### config.mk
export PLATFORM = sky130hd
export DESIGN_NAME = gray_position_decoder
export DESIGN_NICKNAME = d
export VERILOG_FILES = /design/src/rtl/gray_position_decoder.sv
export SDC_FILE = /design/constraint.sdc
export NUM_CORES = 1
export LEC_CHECK = 0
export BUFFER_PORTS_ARGS = -buffer_cell sky130_fd_sc_hd__buf_2
export CAP_MARGIN = 40
export CORE_MARGIN = 1.5
export CORE_UTILIZATION = 58
export DETAILED_ROUTE_END_ITERATION = 8
export PLACE_DENSITY_LB_ADDON = 0.3
export SETUP_SLACK_MARGIN = 0.05
export SYNTH_ARGS = -nofsm -noshare
export SYNTH_HDL_FRONTEND = slang
export SYNTH_SLANG_ARGS = --single-unit
### constraint.sdc
create_clock -name clk -period 4.9 [get_ports clk]
set_input_delay 0.49 -clock clk [delete_from_list [all_inputs] [get_ports clk]]
set_output_delay 0.49 -clock clk [all_outputs]
set_load 0.02 [all_outputs]
### src/rtl/gray_position_decoder.sv
// Gray-code position decoder: synchronises, debounces and converts an asynchronous Gray input, then tracks binary position.
// Optional feature macro GRAY_DEC_ERR_CNT_EN adds err_cnt, a saturating 8-bit count of step_err pulses.
module gray_position_decoder #(
    parameter int N             = 4,
    parameter int STABLE_CYCLES = 2
) (
    input  logic         clk,
    input  logic         rst_n,
    input  logic [N-1:0] gray_in,
    input  logic         enable,
    output logic [N-1:0] pos,
    output logic         pos_valid,
    output logic         dir,
    output logic         step_err,
    output logic         locked
`ifdef GRAY_DEC_ERR_CNT_EN
    ,
    output logic [7:0]   err_cnt
`endif
);
    localparam int CW = $clog2(STABLE_CYCLES + 1);

    typedef enum logic {ACQUIRE = 1'b0, TRACK = 1'b1} state_t;

    logic [N-1:0]  sync_p0;
    logic [N-1:0]  s_q;
    logic [N-1:0]  s_last;
    logic          vld_p0;
    logic          vld_p1;
    logic          vld_p2;
    logic [CW-1:0] cnt;
    state_t        state;
    logic [N-1:0]  b_new;
    logic [N-1:0]  delta;
    logic          stable;
    logic          accept;
    logic          step_up;
    logic          step_dn;

    function automatic logic [N-1:0] gray2bin(input logic [N-1:0] g);
        logic [N-1:0] b;
        b[N-1] = g[N-1];
        for (int i = N - 2; i >= 0; i--) begin
            b[i] = b[i+1] ^ g[i];
        end
        return b;
    endfunction

    // Synchroniser and stability counter. The vld_pN chain marks when s_last holds a real
    // sample, so the reset contents of the pipeline are never mistaken for a settled code.
    always_ff @(posedge clk or negedge rst_n) begin
        if (!rst_n) begin
            sync_p0 <= '0;
            s_q     <= '0;
            s_last  <= '0;
            vld_p0  <= 1'b0;
            vld_p1  <= 1'b0;
            vld_p2  <= 1'b0;
            cnt     <= '0;
        end else begin
            sync_p0 <= gray_in;
            s_q     <= sync_p0;
            s_last  <= s_q;
            vld_p0  <= 1'b1;
            vld_p1  <= vld_p0;
            vld_p2  <= vld_p1;
            if (!vld_p2 || (s_q != s_last)) begin
                cnt <= '0;
            end else if (cnt != CW'(STABLE_CYCLES)) begin
                cnt <= cnt + 1'b1;
            end
        end
    end

    assign b_new   = gray2bin(s_last);
    assign delta   = b_new - pos;
    assign stable  = (cnt == CW'(STABLE_CYCLES));
    assign accept  = enable && stable && ((state == ACQUIRE) || (b_new != pos));
    assign step_up = (delta == N'(1));
    assign step_dn = (delta == {N{1'b1}});

    // Tracking FSM with registered outputs
    always_ff @(posedge clk or negedge rst_n) begin
        if (!rst_n) begin
            state     <= ACQUIRE;
            pos       <= '0;
            dir       <= 1'b0;
            pos_valid <= 1'b0;
            step_err  <= 1'b0;
            locked    <= 1'b0;
        end else begin
            pos_valid <= 1'b0;
            step_err  <= 1'b0;
            if (!enable) begin
                state  <= ACQUIRE;
                locked <= 1'b0;
            end else if (accept) begin
                pos       <= b_new;
                pos_valid <= 1'b1;
                case (state)
                    ACQUIRE: begin
                        state  <= TRACK;
                        locked <= 1'b1;
                    end
                    TRACK: begin
                        if (step_up) begin
                            dir <= 1'b1;
                        end else if (step_dn) begin
                            dir <= 1'b0;
                        end else begin
                            step_err <= 1'b1;
                        end
                    end
                    default: state <= ACQUIRE;
                endcase
            end
        end
    end

`ifdef GRAY_DEC_ERR_CNT_EN
    always_ff @(posedge clk or negedge rst_n) begin
        if (!rst_n) begin
            err_cnt <= '0;
        end else if (accept && (state == TRACK) && !step_up && !step_dn && (err_cnt != 8'hFF)) begin
            err_cnt <= err_cnt + 8'd1;
        end
    end
`endif

endmodule
==> results.py, run 1 <==
metrics = {
    "logic_synthesis": {
        "synth_area_leaders": "dfrtp_1 60%, xor2_4 5.1%, xor2_1 4.8%, ha_1 4.6%, xnor2_1 2.4%",
        "syn_area_per_cell_sq_um": 12.82,
        "synth_edf_count": 0,
        "syn_nets": 97,
        "synth_top_area_cell": "dfrtp_1",
        "ys_seq_area_frac": 0.5970,
        "synth.distinct_cells": 28,
        "yosysTopAreaCellShare": 0.5970,
        "synth-main-ff-cell": "dfrtp_1",
        "netlist_instances": 85,
        "synth_seq_cells": 26,
        "yosysWarnings": 0,
        "synthArstFlopShare": 1.000,
        "mappedNetlistArea_sq_um": 1090,
    },
    "timing": {
        "skew_ns": 0.005859,
        "rsz0062_at_grt": "false",
        "slew_violations": 0,
        "slew-limit-headroom": 0.6057,
        "fin_tns_setup_ns": 0,
        "worst_pin_slew_ns": 0.5887,
        "fin_crit_sh": 0.5876,
        "setup_ws_ns": 2.021,
        "fmax_ghz": 0.3473,
        "fin_crit_ns": 2.879,
        "setup_viol_count_final": 0,
        "hold_violations": 0,
    },
    "route": {
        "final_antenna_net_count": 0,
        "dr_total_vias": 670,
        "avgRoutedWirePerCell_microns": 12.98,
        "drc_errors": 0,
        "wl_mm": 1.636,
        "drtIter0Drc": 18,
        "vias_per_cell": 5.317,
        "drtPass1Iterations": 4,
    },
    "power": {
        "p_seq_frac": 0.600,
        "clkPwrFrac": 0.274,
        "combinationalPowerShare": 0.126,
        "ir_drop_mv": 0.2429,
        "net-switching-power_uw": 94.64,
        "p_int_uw": 286.9,
        "p_sw_frac": 0.2480,
        "powerDensity_nw_per_um2": 313.8,
        "p_leak_nw": 0.5868,
    },
    "global_routing": {
        "grt-busiest-layer": "met2",
        "grt_pass1_wl_mm": 2.573,
        "grt_use_met3": 0.03922,
        "grt_pass1_vias": 621,
        "grt_antenna_before_repair": 0,
        "grtUsageTotal": 0.1756,
        "grtUsageMet2": 0.3000,
        "grt-ovfl-total": 0,
        "use_met1": 0.1963,
        "grt_max_degree": 27,
    },
    "floorplan": {
        "start_util": 0.6244,
        "die_w_microns": 46.35,
        "io_pins": 15,
        "fp.dieArea_sq_um": 2148,
        "core_area_sq_um": 1745,
        "die_h_microns": 46.35,
        "num_rows": 15,
    },
    "critical_path": {
        "crit_path_end": "step_err",
        "crit_path_max_incr_delay_ns": 0.56,
        "r2r_end": "step_err",
        "rrSetupSlack_ns": 2.02,
        "startpoint_type": "flip-flop",
        "cp_num_buf_inv": 0,
        "slowest_stage": "dfrtp_1",
        "critPathRequiredTime_ns": 5.12,
        "cp-end-kind": "flip-flop",
        "path_depth": 8,
        "path_cells": "xor2_4 > xor2_4 > xnor2_1 > ha_1 > fa_1 > or3_1 > or3_1 > and3_1",
        "arrival_ns": 3.10,
        "critPathMaxFanout": 5,
        "worstSetupPathType": "flip-flop to flip-flop",
        "critPathTopFamily": "simple AND/OR/NAND/NOR gates",
        "crit-reg2reg-launch": "s_last[3]",
        "setup.worst_path.start": "s_last[3]",
        "r2r_cells": 8,
    },
    "cts": {
        "cts_setup_buffers": 0,
        "cts_buffer_depth": 2,
        "cts.htree.levels": 1,
        "root_buffer": "clkbuf_4",
        "cts_tree": "built",
        "hold_buffers": 0,
        "worstSkewPairLatency_ns": 0.31,
        "cts_resized": 0,
        "clkSinkCount": 26,
        "clk_pin_slew_ns": 0.13,
        "cts_buffers": 3,
    },
    "placed_design": {
        "post-dp-hpwl_mm": 1.220,
        "place_ws_ns": 2.029,
        "placed_area_sq_um": 1180,
        "gp_congestion": 0.8492,
        "io_buffers": 14,
        "dp.cells": 122,
    },
    "worst_hold_path": {
        "min_path_type": "input port to async pin",
    },
    "layout": {
        "finalNetCount": 114,
        "n_antenna_cell": 0,
        "stdcell_count": 126,
        "layout_commonest_cell": "dfrtp_1",
        "drive_above_1_share": 0.2178,
        "final_area_sq_um": 1216,
        "final_cell_mix": "26 x dfrtp_1, 14 x buf_2, 6 x xor2_1",
        "synthToLayoutAreaGrowth_pct": 11.60,
    },
    "outcome": {
        "outcome": "completed",
    },
    "flow_run": {
        "cap_violations": 0,
    },
}
routing by layer:
metal / wire (microns) / share of wire
met1: 610 / 0.37
met2: 947 / 0.58
met3: 65 / 0.040
met4: 13 / 0.0079
met5: 0 / 0
worst register-to-register path, cell delays in order (launching register included):
cell and delay (ns):
dfrtp_1 0.56, xor2_4 0.26, xor2_4 0.21, xnor2_1 0.18
ha_1 0.25, fa_1 0.47, or3_1 0.40, or3_1 0.30
and3_1 0.16
layout make-up:
type,count,area (sq um)
clock buffer,4,36.28
multi-input combinational,52,409.1
inverter,5,18.77
tap,25,31.28
timing repair buffer,14,70.07
fill,135,529.3
sequential,26,650.6
logic make-up after synthesis:
group | after synthesis | synth area share
DFF | 26 | 0.5970
other | 1 | 0.003441
and+or+nand+nor | 20 | 0.09185
xor gates and xnor gates | 11 | 0.1228
muxes | 1 | 0.01033
adders and majority gates | 5 | 0.06430
buffers and inverters | 7 | 0.02756
AOI/OAI and AO/OA | 14 | 0.08267
flip-flops by register name, indices dropped and copies added, names as in the netlist:
name / count
pos: 4
vld_p2: 1
sync_p0: 4
pos_valid: 1
s_q: 4
locked: 1
cnt: 2
s_last: 4
vld_p1: 1
vld_p0: 1
step_err: 1
dir: 1
state: 1
worst min path at each step:
| stage | startpoint | cells past startpoint | end | slack (ns) |
|---|---|---|---|---|
| after global routing | rst_n | 1 | pos[0] | 0.17 |
| after detailed placement | sync_p0[3] | 0 | s_q[3] | 0.34 |
| after global placement | sync_p0[1] | 0 | s_q[1] | 0.33 |
| after floorplan | rst_n | 0 | cnt[0] | 0.19 |
| after CTS | rst_n | 1 | step_err | 0.15 |
| final | rst_n | 1 | s_q[0] | 0.14 |
stage by stage:
step | hold slack (ns) | utilization | power (mW)
after floorplan | 0.1944 | - | 0.2661
after global placement | 0.3317 | 0.6760 | 0.2783
after detailed placement | 0.3373 | 0.6760 | 0.2814
after CTS | 0.1484 | 0.6968 | 0.3853
after global routing | 0.1691 | 0.6968 | 0.3987
final | 0.1393 | 0.6968 | 0.3816
cell usage after synthesis (2+ instances only):
master	n
dfrtp_1	26
xor2_1	6
inv_1	5
nor2_1	5
a21oi_1	4
ha_1	4
nand2_1	4
and3_1	3
o21ai_0	3
xnor2_1	3
nand3_1	2
o21a_1	2
or3_1	2
xor2_4	2
power by group through the flow:
stage | logic [mW] | registers (mW) | clock network (mW)
finish | 0.0482 | 0.229 | 0.105
global route | 0.0544 | 0.230 | 0.114
CTS | 0.0482 | 0.229 | 0.108
detailed placement | 0.0481 | 0.233 | 0
global placement | 0.0458 | 0.232 | 0
floorplan | 0.0336 | 0.232 | 0
Power figures use the tool's default switching activity.
==> run 2, diff against run 1 <==
Settings changed: CORE_UTILIZATION 58 to 54.
Clock period 4.9 ns to 2.8 ns, I/O delays scaled along.
==> run 2 against run 1 <==
Clock skew fell by 0.0032 ns. Design area rose by 5.3%. Sequential share of layout area fell by 2.5 points. Final cell count rose by 6.3%. Critical path depth did not move. Largest cell class unchanged. Largest power group unchanged.
==> results.py, run 2 (synthesized netlist as in run 1, its figures left out) <==
metrics = {
    "timing": {
        "slew-limit-headroom": 0.5942,
        "fmax_ghz": 0.3672,
        "hold_violations": 0,
        "setup_viol_count_final": 0,
        "fin_crit_sh": 0.9726,
        "rsz0062_at_grt": "true",
        "slew_violations": 0,
        "worst_pin_slew_ns": 0.6058,
        "fin_crit_ns": 2.723,
        "skew_ns": 0.002661,
        "fin_tns_setup_ns": 0,
    },
    "power": {
        "powerDensity_nw_per_um2": 533.3,
        "p_int_uw": 515.3,
        "p_leak_nw": 0.6154,
        "clkPwrFrac": 0.268,
        "combinationalPowerShare": 0.147,
        "p_sw_frac": 0.2459,
        "ir_drop_mv": 0.4291,
        "p_seq_frac": 0.585,
        "net-switching-power_uw": 168.0,
    },
    "cts": {
        "worstSkewPairLatency_ns": 0.32,
        "cts_buffers": 3,
        "cts_buffer_depth": 2,
        "clk_pin_slew_ns": 0.13,
        "cts_tree": "built",
        "cts.htree.levels": 1,
        "root_buffer": "clkbuf_4",
        "clkSinkCount": 26,
    },
    "floorplan": {
        "io_pins": 15,
        "die_h_microns": 47.93,
        "start_util": 0.5671,
        "die_w_microns": 47.93,
        "num_rows": 16,
        "fp.dieArea_sq_um": 2297,
        "core_area_sq_um": 1922,
    },
    "layout": {
        "final_area_sq_um": 1281,
        "n_antenna_cell": 0,
        "layout_commonest_cell": "dfrtp_1",
        "utilization": 0.6667,
        "synthToLayoutAreaGrowth_pct": 17.57,
        "drive_above_1_share": 0.2991,
        "finalNetCount": 120,
        "final_cell_mix": "24 x dfrtp_1, 14 x buf_2, 6 x xor2_1",
    },
    "global_routing": {
        "grt_antenna_before_repair": 0,
        "grt_pass1_wl_mm": 2.697,
        "grt_max_degree": 27,
        "grt-ovfl-total": 0,
        "grtUsageTotal": 0.1790,
        "grt_pass1_vias": 658,
    },
    "route": {
        "wl_mm": 1.576,
        "drtIter0Drc": 5,
        "final_antenna_net_count": 0,
        "vias_per_cell": 5.082,
        "drtPass1Iterations": 4,
        "drc_errors": 0,
        "dr_total_vias": 681,
        "avgRoutedWirePerCell_microns": 11.76,
    },
    "critical_path": {
        "crit_path_max_incr_delay_ns": 0.46,
        "startpoint_type": "flip-flop",
        "path_cells": "xor2_4 > xor2_4 > xnor2_2 > ha_2 > fa_2 > or3_1 > or3_1 > and3_1",
        "cp-end-kind": "flip-flop",
        "worstSetupPathType": "flip-flop to flip-flop",
        "crit-reg2reg-launch": "s_last[3]",
        "setup.worst_path.start": "s_last[3]",
        "slowest_stage": "dfrtp_2",
        "critPathRequiredTime_ns": 3.02,
        "rrSetupSlack_ns": 0.08,
        "critPathTopFamily": "simple AND/OR/NAND/NOR gates",
        "r2r_end": "step_err",
        "arrival_ns": 2.95,
        "cp_num_buf_inv": 0,
        "critPathMaxFanout": 4,
        "r2r_cells": 8,
    },
    "placed_design": {
        "io_buffers": 14,
        "placed_area_sq_um": 1190,
        "post-dp-hpwl_mm": 1.141,
        "gp_congestion": 0.8300,
    },
    "worst_hold_path": {
        "hold_path.startpoint": "gray_in[1]",
        "hold_end": "sync_p0[1]",
        "min_path_type": "input port to flip-flop",
        "holdPathStages": 1,
    },
    "flow_run": {
        "cap_violations": 0,
    },
    "outcome": {
        "outcome": "completed",
    },
}
==> run 2: area by class of cell <==
type	count	area, sq um
Clock buffer	4	36.28
Fill cell	161	640.6
Inverter	5	18.77
Multi-Input combinational cell	52	421.7
Sequential cell	26	653.1
Tap cell	27	33.78
Timing Repair Buffer	20	117.6
==> run 2: worst reg2reg max path: cells and delay by family, from the launching register on <==
kind          cells  cell delay [ns]
flops             1             0.46
simple gates      3             0.85
fa+ha+maj         2             0.69
xor+xnor          3             0.63
==> run 2: through the flow <==
| step | total power, mW | setup slack [ns] | std cells | hold slack, ns |
|---|---|---|---|---|
| after floorplan | 0.4656 | 0.1266 | 85 | -0.01559 |
| after global placement | 0.4881 | 0.1327 | 125 | 0.2982 |
| after detailed placement | 0.4917 | 0.06127 | 125 | 0.2944 |
| after CTS | 0.6800 | 0.09631 | 131 | 0.04498 |
| after global routing | 0.7211 | 0.005693 | 134 | 0.02871 |
| final | 0.6833 | 0.07673 | 134 | 0.05490 |
==> run 2: what timing repair did <==
item | 4_1_cts | 5_1_grt
setup buffers | 1 | 3
endpoints found under the setup margin | 1 | 1
resized for setup | 3 | 2
pin swaps | 2 | 5
hold endpoints to repair | 26 | 0
hold buffers | 1 | 0
==> run 2: worst max-delay path by stage <==
stage          endpoint  slack [ns]  depth (start not counted)
6_report       step_err        0.08                          8
5_1_grt        step_err       0.006                          8
4_1_cts        step_err         0.1                          8
3_5_place_dp   step_err        0.06                          8
3_3_place_gp   step_err        0.13                          8
2_1_floorplan  step_err        0.13                          9
==> run 2: routing by layer <==
layer  GRT usage  vias up  routed length (microns)
li1            -      327                        -
met1      0.1935      331                      644
met2      0.3173       17                      838
met3     0.03396        6                       51
met4      0.1135        0                       42
met5           0        -                        0
==> run 2: power groups by stage <==
stage	logic (mW)	registers [mW]	clock network, mW
3_3_place_gp	0.0822	0.406	0
6_report	0.101	0.400	0.183
3_5_place_dp	0.0850	0.407	0
5_1_grt	0.113	0.402	0.207
2_1_floorplan	0.0588	0.407	0
4_1_cts	0.0903	0.400	0.190
==> run 3, diff against run 2 <==
Settings changed: ABC_AREA set to 1.
==> run 3 against run 2 <==
Clock power shrank 20%. Flip-flop and latch count is the same. Highest routed layer unchanged. Worst setup slack gained 0.30 ns. Design area shrank 3.9%. Critical path depth grew 5. Sequential power is essentially flat. Core utilization shrank 3.3 points.
==> results.py, run 3 <==
metrics = {
    "critical_path": {
        "arrival_ns": 2.64,
        "worstSetupPathType": "flip-flop to flip-flop",
        "path_depth": 13,
        "path_cells": "xor2_1 > nand2_1 > nand2_2 > nand2_2 > nand2_2 > inv_1 > ha_1 > fa_1 > inv_1 > nor3_1 > nand2_1 > nand2_1 > nor2_1",
        "slowest_stage": "fa_1",
        "critPathMaxFanout": 4,
        "crit_path_max_incr_delay_ns": 0.52,
        "critPathTopFamily": "simple AND/OR/NAND/NOR gates",
        "r2r_cells": 13,
        "cp-end-kind": "flip-flop",
        "critPathRequiredTime_ns": 3.02,
        "cp_num_buf_inv": 2,
        "startpoint_type": "flip-flop",
    },
    "logic_synthesis": {
        "synth-main-ff-cell": "dfrtp_1",
        "syn_area_per_cell_sq_um": 9.953,
        "synth_edf_count": 0,
        "syn_nets": 122,
        "ys_seq_area_frac": 0.5943,
        "synth_seq_cells": 26,
        "yosys-top-cells-count": "26 x dfrtp_1, 23 x nand2_1, 18 x inv_1, 8 x nor2_1, 6 x nand3_1",
        "synth.most_common_cell": "dfrtp_1",
        "yosysTopAreaCellShare": 0.5943,
        "synth.distinct_cells": 19,
        "yosysWarnings": 0,
        "synth_area_leaders": "dfrtp_1 59%, nand2_1 7.9%, inv_1 6.2%, ha_1 4.6%, nand3_1 2.7%",
        "mappedNetlistArea_sq_um": 1095,
        "netlist_instances": 110,
        "synthArstFlopShare": 1.000,
        "synth_top_area_cell": "dfrtp_1",
    },
    "route": {
        "dr_total_vias": 743,
        "drtPass1Iterations": 4,
        "wl_mm": 1.668,
        "drtIter0Drc": 9,
        "avgRoutedWirePerCell_microns": 10.76,
        "final_antenna_net_count": 0,
        "vias_per_cell": 4.794,
        "drc_errors": 0,
    },
    "timing": {
        "rsz0062_at_grt": "false",
        "setup_viol_count_final": 0,
        "slew-limit-headroom": 0.6339,
        "fin_crit_sh": 0.8646,
        "hold_violations": 0,
        "worst_pin_slew_ns": 0.5491,
        "fin_crit_ns": 2.421,
        "skew_ns": 0.005028,
        "fin_tns_setup_ns": 0,
        "slew_violations": 0,
        "fmax_ghz": 0.4131,
    },
    "floorplan": {
        "num_rows": 16,
        "die_h_microns": 48.03,
        "core_area_sq_um": 1942,
        "die_w_microns": 48.03,
        "start_util": 0.5638,
        "fp.dieArea_sq_um": 2306,
        "io_pins": 15,
    },
    "global_routing": {
        "grt-busiest-layer": "met2",
        "grt_use_met3": 0.02264,
        "grtUsageMet2": 0.3173,
        "grt-ovfl-total": 0,
        "use_met1": 0.1597,
        "grt_max_degree": 27,
        "grt_antenna_before_repair": 0,
        "grt_pass1_wl_mm": 2.442,
        "grt_pass1_vias": 646,
        "grtUsageTotal": 0.1612,
    },
    "worst_hold_path": {
        "holdPathStages": 1,
        "min_path_type": "input port to flip-flop",
    },
    "layout": {
        "layout_commonest_cell": "dfrtp_1",
        "multi_input_area_sq_um": 376.6,
        "synthToLayoutAreaGrowth_pct": 12.46,
        "final_cell_mix": "26 x dfrtp_1, 23 x nand2_1, 18 x inv_1",
        "finalNetCount": 142,
        "seq_area_sq_um": 650.6,
        "drive_above_1_share": 0.1719,
        "utilization": 0.6340,
        "nFillCells": 182,
        "final_area_sq_um": 1231,
        "stdcell_count": 155,
        "n_antenna_cell": 0,
    },
    "cts": {
        "clk_pin_slew_ns": 0.12,
        "clkSinkCount": 26,
        "cts_buffer_depth": 2,
        "cts.htree.levels": 1,
        "root_buffer": "clkbuf_4",
        "hold_buffers": 1,
        "cts_setup_buffers": 0,
        "cts_resized": 0,
        "cts_tree": "built",
        "cts_buffers": 3,
        "worstSkewPairLatency_ns": 0.31,
    },
    "power": {
        "clkPwrFrac": 0.236,
        "p_sw_frac": 0.2448,
        "combinationalPowerShare": 0.122,
        "powerDensity_nw_per_um2": 503.8,
        "ir_drop_mv": 0.4017,
        "p_seq_frac": 0.642,
        "net-switching-power_uw": 151.8,
        "p_int_uw": 468.5,
        "p_leak_nw": 0.6542,
    },
    "placed_design": {
        "io_buffers": 14,
        "gp_congestion": 0.7556,
        "placed_area_sq_um": 1199,
        "dp.cells": 151,
        "post-dp-hpwl_mm": 1.342,
    },
    "outcome": {
        "outcome": "completed",
    },
    "flow_run": {
        "cap_violations": 0,
    },
}
-- run 3: cell types whose count changed after synthesis, moves of 3 or more --
cell,before,now
nor2_1,5,8
nand2_1,4,23
xor2_1,6,2
nand3_1,2,6
nand2_2,0,3
inv_1,5,18
and3_1,3,0
-- run 3: worst paths after layout --
kind / endpoint / slack, ns / startpoint
min reg2reg: s_q[0] / 0.36 / sync_p0[0]
max: step_err / 0.38 / s_last[3]
min: sync_p0[2] / 0.07 / gray_in[2]
min in group asynchronous: pos[2] / 0.49 / rst_n
max reg2reg: step_err / 0.38 / s_last[3]
max in group asynchronous: cnt[1] / 1.95 / rst_n
-- run 3: cell families (layout without fill, tap and decap cells) --
group / Yosys count / in the layout / share of synthesized area
DFF: 26 / 26 / 0.5943
buffers and inverters: 18 / 36 / 0.06171
and+or+nand+nor: 44 / 44 / 0.1817
xor gates and xnor gates: 5 / 5 / 0.04001
other: 1 / 1 / 0.003425
AOI/OAI and AO/OA: 11 / 11 / 0.05486
adders and majority gates: 5 / 5 / 0.06400
-- run 3: layer usage --
| layer | share of wire | wire, microns | up-vias |
|---|---|---|---|
| met4 | 0.011 | 19 | 0 |
| met1 | 0.40 | 669 | 349 |
| met2 | 0.56 | 942 | 14 |
| li1 | - | - | 376 |
| met5 | 0 | 0 | - |
| met3 | 0.022 | 37 | 4 |
-- run 3: power by group through the flow --
| stage | logic [mW] | registers, mW | clock network [mW] |
|---|---|---|---|
| floorplan | 0.0484 | 0.406 | 0 |
| global placement | 0.0712 | 0.404 | 0 |
| detailed placement | 0.0763 | 0.406 | 0 |
| CTS | 0.0774 | 0.398 | 0.156 |
| global route | 0.0867 | 0.400 | 0.167 |
| finish | 0.0758 | 0.398 | 0.146 |
-- run 3: cell type report --
class	count	area share
inverters	18	0.05488
clock buffers	3	0.01829
flip-flops and latches	26	0.5285
multi-input cells	66	0.3059
well taps	27	0.02744
repair buffers	15	0.06504
-- run 3: worst reg2reg max path, delay by kind of cell, from the launching register on --
kind	cells	cell delay [ns]
and+or+nand+nor	8	0.82
adders and majority gates	2	0.72
DFF	1	0.45
xor gates and xnor gates	1	0.26
buffers and inverters	2	0.09
-- run 3: per-stage QoR --
| stage | hold slack (ns) | total power, mW | setup WS (ns) |
|---|---|---|---|
| 6_report | 0.06609 | 0.6203 | 0.3792 |
| 5_1_grt | 0.04619 | 0.6540 | 0.1993 |
| 4_1_cts | 0.05449 | 0.6314 | 0.3629 |
| 3_5_place_dp | 0.3043 | 0.4819 | 0.3820 |
| 3_3_place_gp | 0.3014 | 0.4756 | 0.5141 |
| 2_1_floorplan | -0.01559 | 0.4549 | 0.6796 |
